`src/rtl/neural_stage_seq_pkg.sv`:
```
// Shared types and constants for the neural_stage sequencer.
package neural_stage_seq_pkg;

  // Packed float word used across the neural datapath: 24-bit mantissa, 8-bit exponent.
  typedef struct packed {
    logic [23:0] mant;
    logic [7:0]  expo;
  } float_24_8;

  // Default number of taps per neuron frame.
  localparam int NEURAL_NUM_TAPS = 16;

  // Sequencer control states.
  typedef enum logic [1:0] {
    IDLE  = 2'd0,
    RUN   = 2'd1,
    DRAIN = 2'd2,
    DONE  = 2'd3
  } seq_state_t;

endpackage

```
`src/rtl/neural_stage_seq_delay_line.sv`:
```
// Fixed-depth shift register carrying a data word and a valid tag.
// clr_i drops every valid tag in flight (data words are left to shift out).
module neural_stage_seq_delay_line
  import neural_stage_seq_pkg::*;
#(
  parameter int WIDTH = 32,
  parameter int DEPTH = 18
) (
  input  logic             clk,
  input  logic             reset,
  input  logic             clr_i,
  input  logic             vld_i,
  input  logic [WIDTH-1:0] d_i,
  output logic             vld_o,
  output logic [WIDTH-1:0] q_o
);

  logic [DEPTH-1:0][WIDTH-1:0] data_q;
  logic [DEPTH-1:0]            vld_q;

  // Advance every clock; the downstream stage is fixed-latency so stalls never hold this line.
  always_ff @(posedge clk or posedge reset) begin
    if (reset) begin
      data_q <= '0;
      vld_q  <= '0;
    end else begin
      data_q[0] <= d_i;
      vld_q[0]  <= vld_i & ~clr_i;
      for (int i = 1; i < DEPTH; i++) begin
        data_q[i] <= data_q[i-1];
        vld_q[i]  <= vld_q[i-1] & ~clr_i;
      end
    end
  end

  assign q_o   = data_q[DEPTH-1];
  assign vld_o = vld_q[DEPTH-1];

endmodule

```
`src/rtl/neural_stage_seq.sv`:
```
// Sequencer feeding a neural_stage from a valid/ready sample stream.
// Emits each accepted sample with its tap index and frame-start flag one
// clock after acceptance, and the paired bias BIAS_DELAY clocks later so it
// lines up with the stage's fixed-latency accumulator.
module neural_stage_seq
  import neural_stage_seq_pkg::*;
#(
  parameter int NUM_TAPS    = NEURAL_NUM_TAPS,
  parameter int DATA_W      = $bits(float_24_8),
  parameter int BIAS_DELAY  = 18,
  parameter int NUM_SAMPLES = 65536,
  parameter int TAP_W       = $clog2(NUM_TAPS)
) (
  input  logic              clk,
  input  logic              reset,
  input  logic              start,
  input  logic              abort,
  input  logic              in_valid,
  output logic              in_ready,
  input  logic [DATA_W-1:0] in_data,
  input  logic [DATA_W-1:0] in_bias,
  output logic              stage_valid,
  output logic [DATA_W-1:0] stage_data,
  output logic [TAP_W-1:0]  tap_index,
  output logic              first,
  output logic [DATA_W-1:0] stage_bias,
  output logic              bias_valid,
  output logic [31:0]       sample_cnt,
  output logic              busy,
  output logic              done
);

  seq_state_t        state_q;
  logic              in_ready_q;
  logic              stage_valid_q;
  logic [DATA_W-1:0] stage_data_q;
  logic [DATA_W-1:0] bias_q;
  logic [TAP_W-1:0]  tap_index_q;
  logic              first_q;
  logic [TAP_W-1:0]  tap_q;
  logic [31:0]       sample_cnt_q;
  logic [31:0]       drain_q;
  logic              busy_q;
  logic              done_q;

  logic              accept_d;
  logic              last_d;
  logic [TAP_W-1:0]  tap_d;
  logic [31:0]       sample_cnt_d;

  // Tap counter wraps at NUM_TAPS, which need not be a power of two.
  function automatic logic [TAP_W-1:0] next_tap(input logic [TAP_W-1:0] t);
    return (t == TAP_W'(NUM_TAPS - 1)) ? '0 : t + TAP_W'(1);
  endfunction

  // Accepted-sample counter stops at NUM_SAMPLES instead of wrapping.
  function automatic logic [31:0] sat_inc(input logic [31:0] c);
    return (c >= 32'(NUM_SAMPLES)) ? c : c + 32'd1;
  endfunction

  // Handshake: abort suppresses an accept in the same cycle so abort always wins.
  always_comb begin
    accept_d     = in_valid & in_ready_q & ~abort;
    last_d       = accept_d & (sample_cnt_q == 32'(NUM_SAMPLES - 1));
    tap_d        = next_tap(tap_q);
    sample_cnt_d = sat_inc(sample_cnt_q);
  end

  // Control FSM with registered outputs; in_ready falls on the same edge that enters DRAIN.
  always_ff @(posedge clk or posedge reset) begin
    if (reset) begin
      state_q       <= IDLE;
      in_ready_q    <= 1'b0;
      stage_valid_q <= 1'b0;
      stage_data_q  <= '0;
      bias_q        <= '0;
      tap_index_q   <= '0;
      first_q       <= 1'b0;
      tap_q         <= '0;
      sample_cnt_q  <= '0;
      drain_q       <= '0;
      busy_q        <= 1'b0;
      done_q        <= 1'b0;
    end else if (abort) begin
      state_q       <= IDLE;
      in_ready_q    <= 1'b0;
      stage_valid_q <= 1'b0;
      first_q       <= 1'b0;
      busy_q        <= 1'b0;
      done_q        <= 1'b0;
    end else begin
      stage_valid_q <= 1'b0;
      first_q       <= 1'b0;
      case (state_q)
        IDLE, DONE: begin
          if (start) begin
            state_q      <= RUN;
            in_ready_q   <= 1'b1;
            tap_q        <= '0;
            sample_cnt_q <= '0;
            busy_q       <= 1'b1;
            done_q       <= 1'b0;
          end
        end
        RUN: begin
          if (accept_d) begin
            stage_valid_q <= 1'b1;
            stage_data_q  <= in_data;
            bias_q        <= in_bias;
            tap_index_q   <= tap_q;
            first_q       <= (tap_q == '0);
            tap_q         <= tap_d;
            sample_cnt_q  <= sample_cnt_d;
            if (last_d) begin
              state_q    <= DRAIN;
              in_ready_q <= 1'b0;
              drain_q    <= '0;
            end
          end
        end
        DRAIN: begin
          // BIAS_DELAY+1 clocks lets the final bias leave the delay line first.
          if (drain_q == 32'(BIAS_DELAY)) begin
            state_q <= DONE;
            busy_q  <= 1'b0;
            done_q  <= 1'b1;
          end else begin
            drain_q <= drain_q + 32'd1;
          end
        end
        default: state_q <= IDLE;
      endcase
    end
  end

  // Bias is registered alongside stage_data, then delayed so it trails stage_valid by BIAS_DELAY.
  neural_stage_seq_delay_line #(
    .WIDTH (DATA_W),
    .DEPTH (BIAS_DELAY)
  ) u_bias_dly (
    .clk   (clk),
    .reset (reset),
    .clr_i (abort),
    .vld_i (stage_valid_q),
    .d_i   (bias_q),
    .vld_o (bias_valid),
    .q_o   (stage_bias)
  );

  assign in_ready    = in_ready_q;
  assign stage_valid = stage_valid_q;
  assign stage_data  = stage_data_q;
  assign tap_index   = tap_index_q;
  assign first       = first_q;
  assign sample_cnt  = sample_cnt_q;
  assign busy        = busy_q;
  assign done        = done_q;

endmodule

```
`config.mk`:
```
export PLATFORM = sky130hd
export DESIGN_NAME = neural_stage_seq
export DESIGN_NICKNAME = d
export VERILOG_FILES = /design/src/rtl/neural_stage_seq_pkg.sv /design/src/rtl/neural_stage_seq_delay_line.sv /design/src/rtl/neural_stage_seq.sv
export SDC_FILE = /design/constraint.sdc
export NUM_CORES = 1
export LEC_CHECK = 0
export ABC_AREA = 1
export ABC_CLOCK_PERIOD_IN_PS = 43900
export BUFFER_PORTS_ARGS = -buffer_cell sky130_fd_sc_hd__buf_2
export CELL_PAD_IN_SITES_DETAIL_PLACEMENT = 1
export CELL_PAD_IN_SITES_GLOBAL_PLACEMENT = 1
export CORE_MARGIN = 2
export CORE_UTILIZATION = 50
export DETAILED_ROUTE_END_ITERATION = 10
export HOLD_SLACK_MARGIN = 0.05
export PLACE_DENSITY = 0.78
export SETUP_SLACK_MARGIN = 0.15
export SYNTH_ARGS = -nofsm -noshare
export SYNTH_HDL_FRONTEND = slang
export SYNTH_SLANG_ARGS = --single-unit
```
`constraint.sdc`:
```
create_clock -name clk -period 43.9 [get_ports clk]
set_input_delay 6.585 -clock clk [delete_from_list [all_inputs] [get_ports clk]]
set_output_delay 6.585 -clock clk [all_outputs]
set_load 0.005 [all_outputs]
```
* Yosys cells after proc, flatten, opt, wreduce, memory -nomap -nowiden *
Cells that the tools add are included.

operators by class
  $add $sub $neg = 3
  $mul = 0
  div/mod/pow operators = 0
  $lt $le $gt $ge = 1
  eq/ne operators = 15
  shift-type cells = 0
  mux-type cells = 36
  bitwise operators = 22
  reductions and logical operators = 14

operator list
  kind                   number
  $mux 32                6
  $pmux 32 s2            2
  $add 32x1->32 const B  2
  $eq 32x16->1 const B   1
  $eq 32x5->1 const B    1
  $ge 32x17->1 const B   1
  $and 1x1->1            21
  $mux 1                 15
  $mux 4                 3
  $ne 3x3->1 const B     4
  $reduce_and 4->1       3
  $mux 2                 5
  $ne 2x2->1 const B     5
  $reduce_and 5->1       2
  $pmux 4 s2             1
  $pmux 1 s2             3
  $pmux 2 s3             1
  $reduce_and 3->1       2
  $reduce_bool 3->1      2
  $add 4x1->4 const B    1
  $eq 2x2->1 const B     2
  $eq 4x4->1 const B     1
  $logic_not 4->1        1
  $reduce_bool 2->1      2
  other kinds (4)        4

storage, ports and cells
  register bits after elaboration = 737
  latch bits = 0
  bits in writable memories = 0
  memory bits (read-only) = 0
  output and inout port bits = 106
  word-level logic and storage cells = 122
  memories kept = 0

* Depth between registers and ports, before layout *
  depth in word-level cells = 7
  depth in mapped cells = 13

* Modules after synthesis *
From an unflattened synthesis, not the netlist that was laid out.

unflattened totals
  cells, all modules = 1665
  area, all modules = 22566.6 um2

by module, submodules not included
  module                       instances  cells each  area each (um2)
  neural_stage_seq_delay_line  1          665         15269.6
  neural_stage_seq             1          1000        7297.0

* Worst setup path after synthesis *
No wires, ideal clock.

  kind = input to register
  start = input port abort
  end = register bias_q[10]
  arrival = 7.622 ns
  data required time = 43.834 ns
  setup slack = 36.212 ns
  stages on the path = 8
  buffers on the path = 3
  cell sequence = clkbuf_1 > nor2_1 > nand2_1 > inv_2 > buf_2 > buf_2 > nand2_1 > nand2_1

on the way
  cells in the longest elaborated chain, start to end = 3

ends and longest elaborated chain
  element                         line                     source
  start: declaration              neural_stage_seq.sv:17   input logic abort,
  $not 1->1 (no line) (*)         --
  $and 1x1->1                     neural_stage_seq.sv:63   accept_d = in_valid & in_ready_q & ~abort;
  $reduce_and 3->1 (no line) (*)  --
  end signal: assignment          neural_stage_seq.sv:109  bias_q <= in_bias;
  end: declaration                neural_stage_seq.sv:37   logic [DATA_W-1:0] bias_q;

Every way passes the cells marked *; elsewhere a longest branch is shown, timed or not.
A chain may end at the register's enable or synchronous reset.

==> flow_summary.ini <==
[run_status]
status = finished, final reports clean

[timing]
finClkSkew_ps = 30.97
fmax_ghz = 0.1042
hold_viol = 0
setup_viol = 0
slew_headroom_pct = 13.66
drv_slew = 0
fin_tns_setup_ps = 0
fin_crit_ps = 9595
period_share_pct = 21.86
rsz0062_at_grt = false
worstMarginPinSlew_ps = 1294

[place]
placed_area_um2 = 23760
gp_congestion = 0.8342
io_buffers = 174
hpwl_um = 29770

[floorplan]
start_util_pct = 50.74
num_rows = 77
dieHeight_um = 216.1
die_w_um = 216.1
io-pin-count = 175
coreArea_um2 = 44320
dieArea_um2 = 46690

[clocking]
cts_buffer_depth = 3
cts_tree = yes
insertion_delay_ps = 620
numCtsBuffers = 73
cts.sinks = 737
clkSlewWorstSetupHoldPaths_ps = 70
ctsResizeCount = 0
cts.htree.levels = 3
cts_hold_buf = 0
cts_setup_buffers = 0
cts_root_buf = clkbuf_16

[synth]
ys_seq_elements = 737
synth_edf_count = 0
ys_seq_area_share_pct = 82.02
synthFlopType = dfrtp_1
async_flop_share_pct = 100.0
synthCells = 1660
synth.distinct_cells = 31
netlist.area_leader.share_pct = 82.02
synth_area_um2 = 22490
synthTopCellsByArea = dfrtp_1, nand2_1, nor2_1, nand3_1, inv_1
post-synth-top-area-cell = dfrtp_1
avgSynthCellArea_um2 = 13.55
syn_nets = 1737
yosys_warnings = 0

[worst_setup_path]
cp_max_fo = 167
cp_data_required_time_ps = 44450
cp-start-kind = primary input
reg2reg_depth = 9
worstReg2RegEnd = drain_q[18]
critPathKind = primary input to async pin
rrSetupSlack_ps = 40040
reg2reg_from = state_q[0]
crit_end = bias_q[26]
cp-end-kind = async pin
crit_arrival_ps = 10140
startpoint = reset

[final_layout]
areaGrowthSynthToFinish_pct = 16.06
drive_gt1_share_pct = 16.75
fin_area_um2 = 26100
final_nets = 1927
seq_area_um2 = 18440
fillers = 4388
multiInputGateArea_um2 = 3302
antenna_cells = 0

[drt]
drt-total-wl_um = 53700
detail-route-antenna-nets = 0
drt_iter0_markers = 788
first_pass_iters = 5
routed_via_density = 5.127
dr_total_vias = 12772
drcViolationCount = 0
wl_per_cell_um = 21.56

[job]
drv_cap = 0

[global_routing]
grt_pass1_wl_um = 85700
antenna_found_initial = 0
grt_pass1_vias = 14989
grt_usage_pct = 24.20
grt_remaining_overflow = 0
grt_max_degree = 168

[power]
peakVddDrop_v = 0.00003358
p_leak_nw = 13.44
power.density_nw_per_um2 = 68.79

[hold_path]
hp-class = register to register
## cells by family (layout without fill, tap and decap cells)
logic type / Yosys count / in the layout / synth area share [%]
XOR/XNOR: 23 / 23 / 0.8958
AND/OR/NAND/NOR: 713 / 713 / 12.68
adder cells (fa/ha/maj): 8 / 8 / 0.4452
buffers and inverters: 154 / 393 / 3.311
AO/OA/AOI/OAI: 25 / 25 / 0.6511
flip-flops: 737 / 737 / 82.02
## state kept, by name, summed over array words and instances, names as in the netlist, 2 cells and up
register	count
u_bias_dly.q_o	32
sample_cnt	32
bias_q	32
state_q	2
tap_q	4
u_bias_dly.data_q	544
u_bias_dly.vld_q	18
stage_data	32
tap_index	4
drain_q	32
## routing by layer
layer,routed length (um),up-vias,GRT usage (%)
met5,0,-,0
met4,2732,0,12.63
met3,2874,185,4.856
met2,28210,483,43.03
met1,19880,6692,27.73
li1,-,5412,-
## how the worst min path moves through the flow
stage	start	to	slack (ps)	cells past startpoint
6_report	u_bias_dly.data_q[227]	u_bias_dly.data_q[259]	320	0
5_1_grt	u_bias_dly.data_q[227]	u_bias_dly.data_q[259]	330	0
4_1_cts	u_bias_dly.data_q[227]	u_bias_dly.data_q[259]	310	0
3_5_place_dp	u_bias_dly.data_q[499]	u_bias_dly.data_q[531]	340	0
3_3_place_gp	u_bias_dly.data_q[4]	u_bias_dly.data_q[36]	330	0
2_1_floorplan	u_bias_dly.data_q[68]	u_bias_dly.data_q[100]	330	0
## cells in the mapped netlist (3+ instances only)
| master | instances |
|---|---|
| dfrtp_1 | 737 |
| nand2_1 | 447 |
| nor2_1 | 166 |
| nand3_1 | 73 |
| inv_1 | 72 |
| buf_4 | 35 |
| clkbuf_1 | 17 |
| xor2_1 | 17 |
| o21ai_1 | 16 |
| inv_2 | 14 |
| buf_2 | 10 |
| ha_1 | 8 |
| nand4_1 | 8 |
| xnor2_1 | 6 |
| a21oi_1 | 4 |
| nand2_2 | 4 |
| buf_6 | 3 |
| nor2_4 | 3 |
| nor3_1 | 3 |
| nor3b_1 | 3 |
## critical path, cell delays in order
cell and delay [ps]:
buf_2 140, inv_8 560, buf_12 680, buf_4 970, buf_4 970
## power by group
group          switching (mW)  internal, mW
clock                   0.261         0.351
combinational           0.100        0.0420
sequential              0.110         0.931
total                   0.471          1.32
## cell type report
cell class	count	share of cell area, %
clock buffer	101	7.983
clock inverter	23	0.9637
inverter	87	1.280
multi-input combinational	769	12.65
sequential	737	70.67
tap	592	2.838
timing repair buffer	182	3.615
## cell usage in the layout, fill, tap and decap left out, types with 4 or more instances in the layout
cell type and count:
nand2_2 5, nand3_1 73, buf_2 174, ha_1 8, a21oi_1 4, o21ai_1 16
clkbuf_16 74, nor2_1 166, clkinv_2 13, xnor2_1 6, inv_2 14, clkbuf_8 13
dfrtp_1 737, inv_1 71, buf_4 7, xor2_1 17, nand2_1 446, nand4_1 8
clkbuf_1 14
## stage by stage
step / hold slack (ps) / total power, mW / instances / utilization (%) / worst slack [ps]
2_1_floorplan: 331.2 / 1.100 / 1660 / - / 16640
3_3_place_gp: 331.1 / 1.128 / 2367 / 53.62 / 33820
3_5_place_dp: 335.6 / 1.185 / 2367 / 53.62 / 33580
4_1_cts: 313.3 / 1.819 / 2491 / 58.89 / 34190
5_1_grt: 329.7 / 1.875 / 2491 / 58.89 / 33790
6_report: 318.0 / 1.795 / 2491 / 58.89 / 34310
Note: power is estimated with default switching activity, not from simulation.
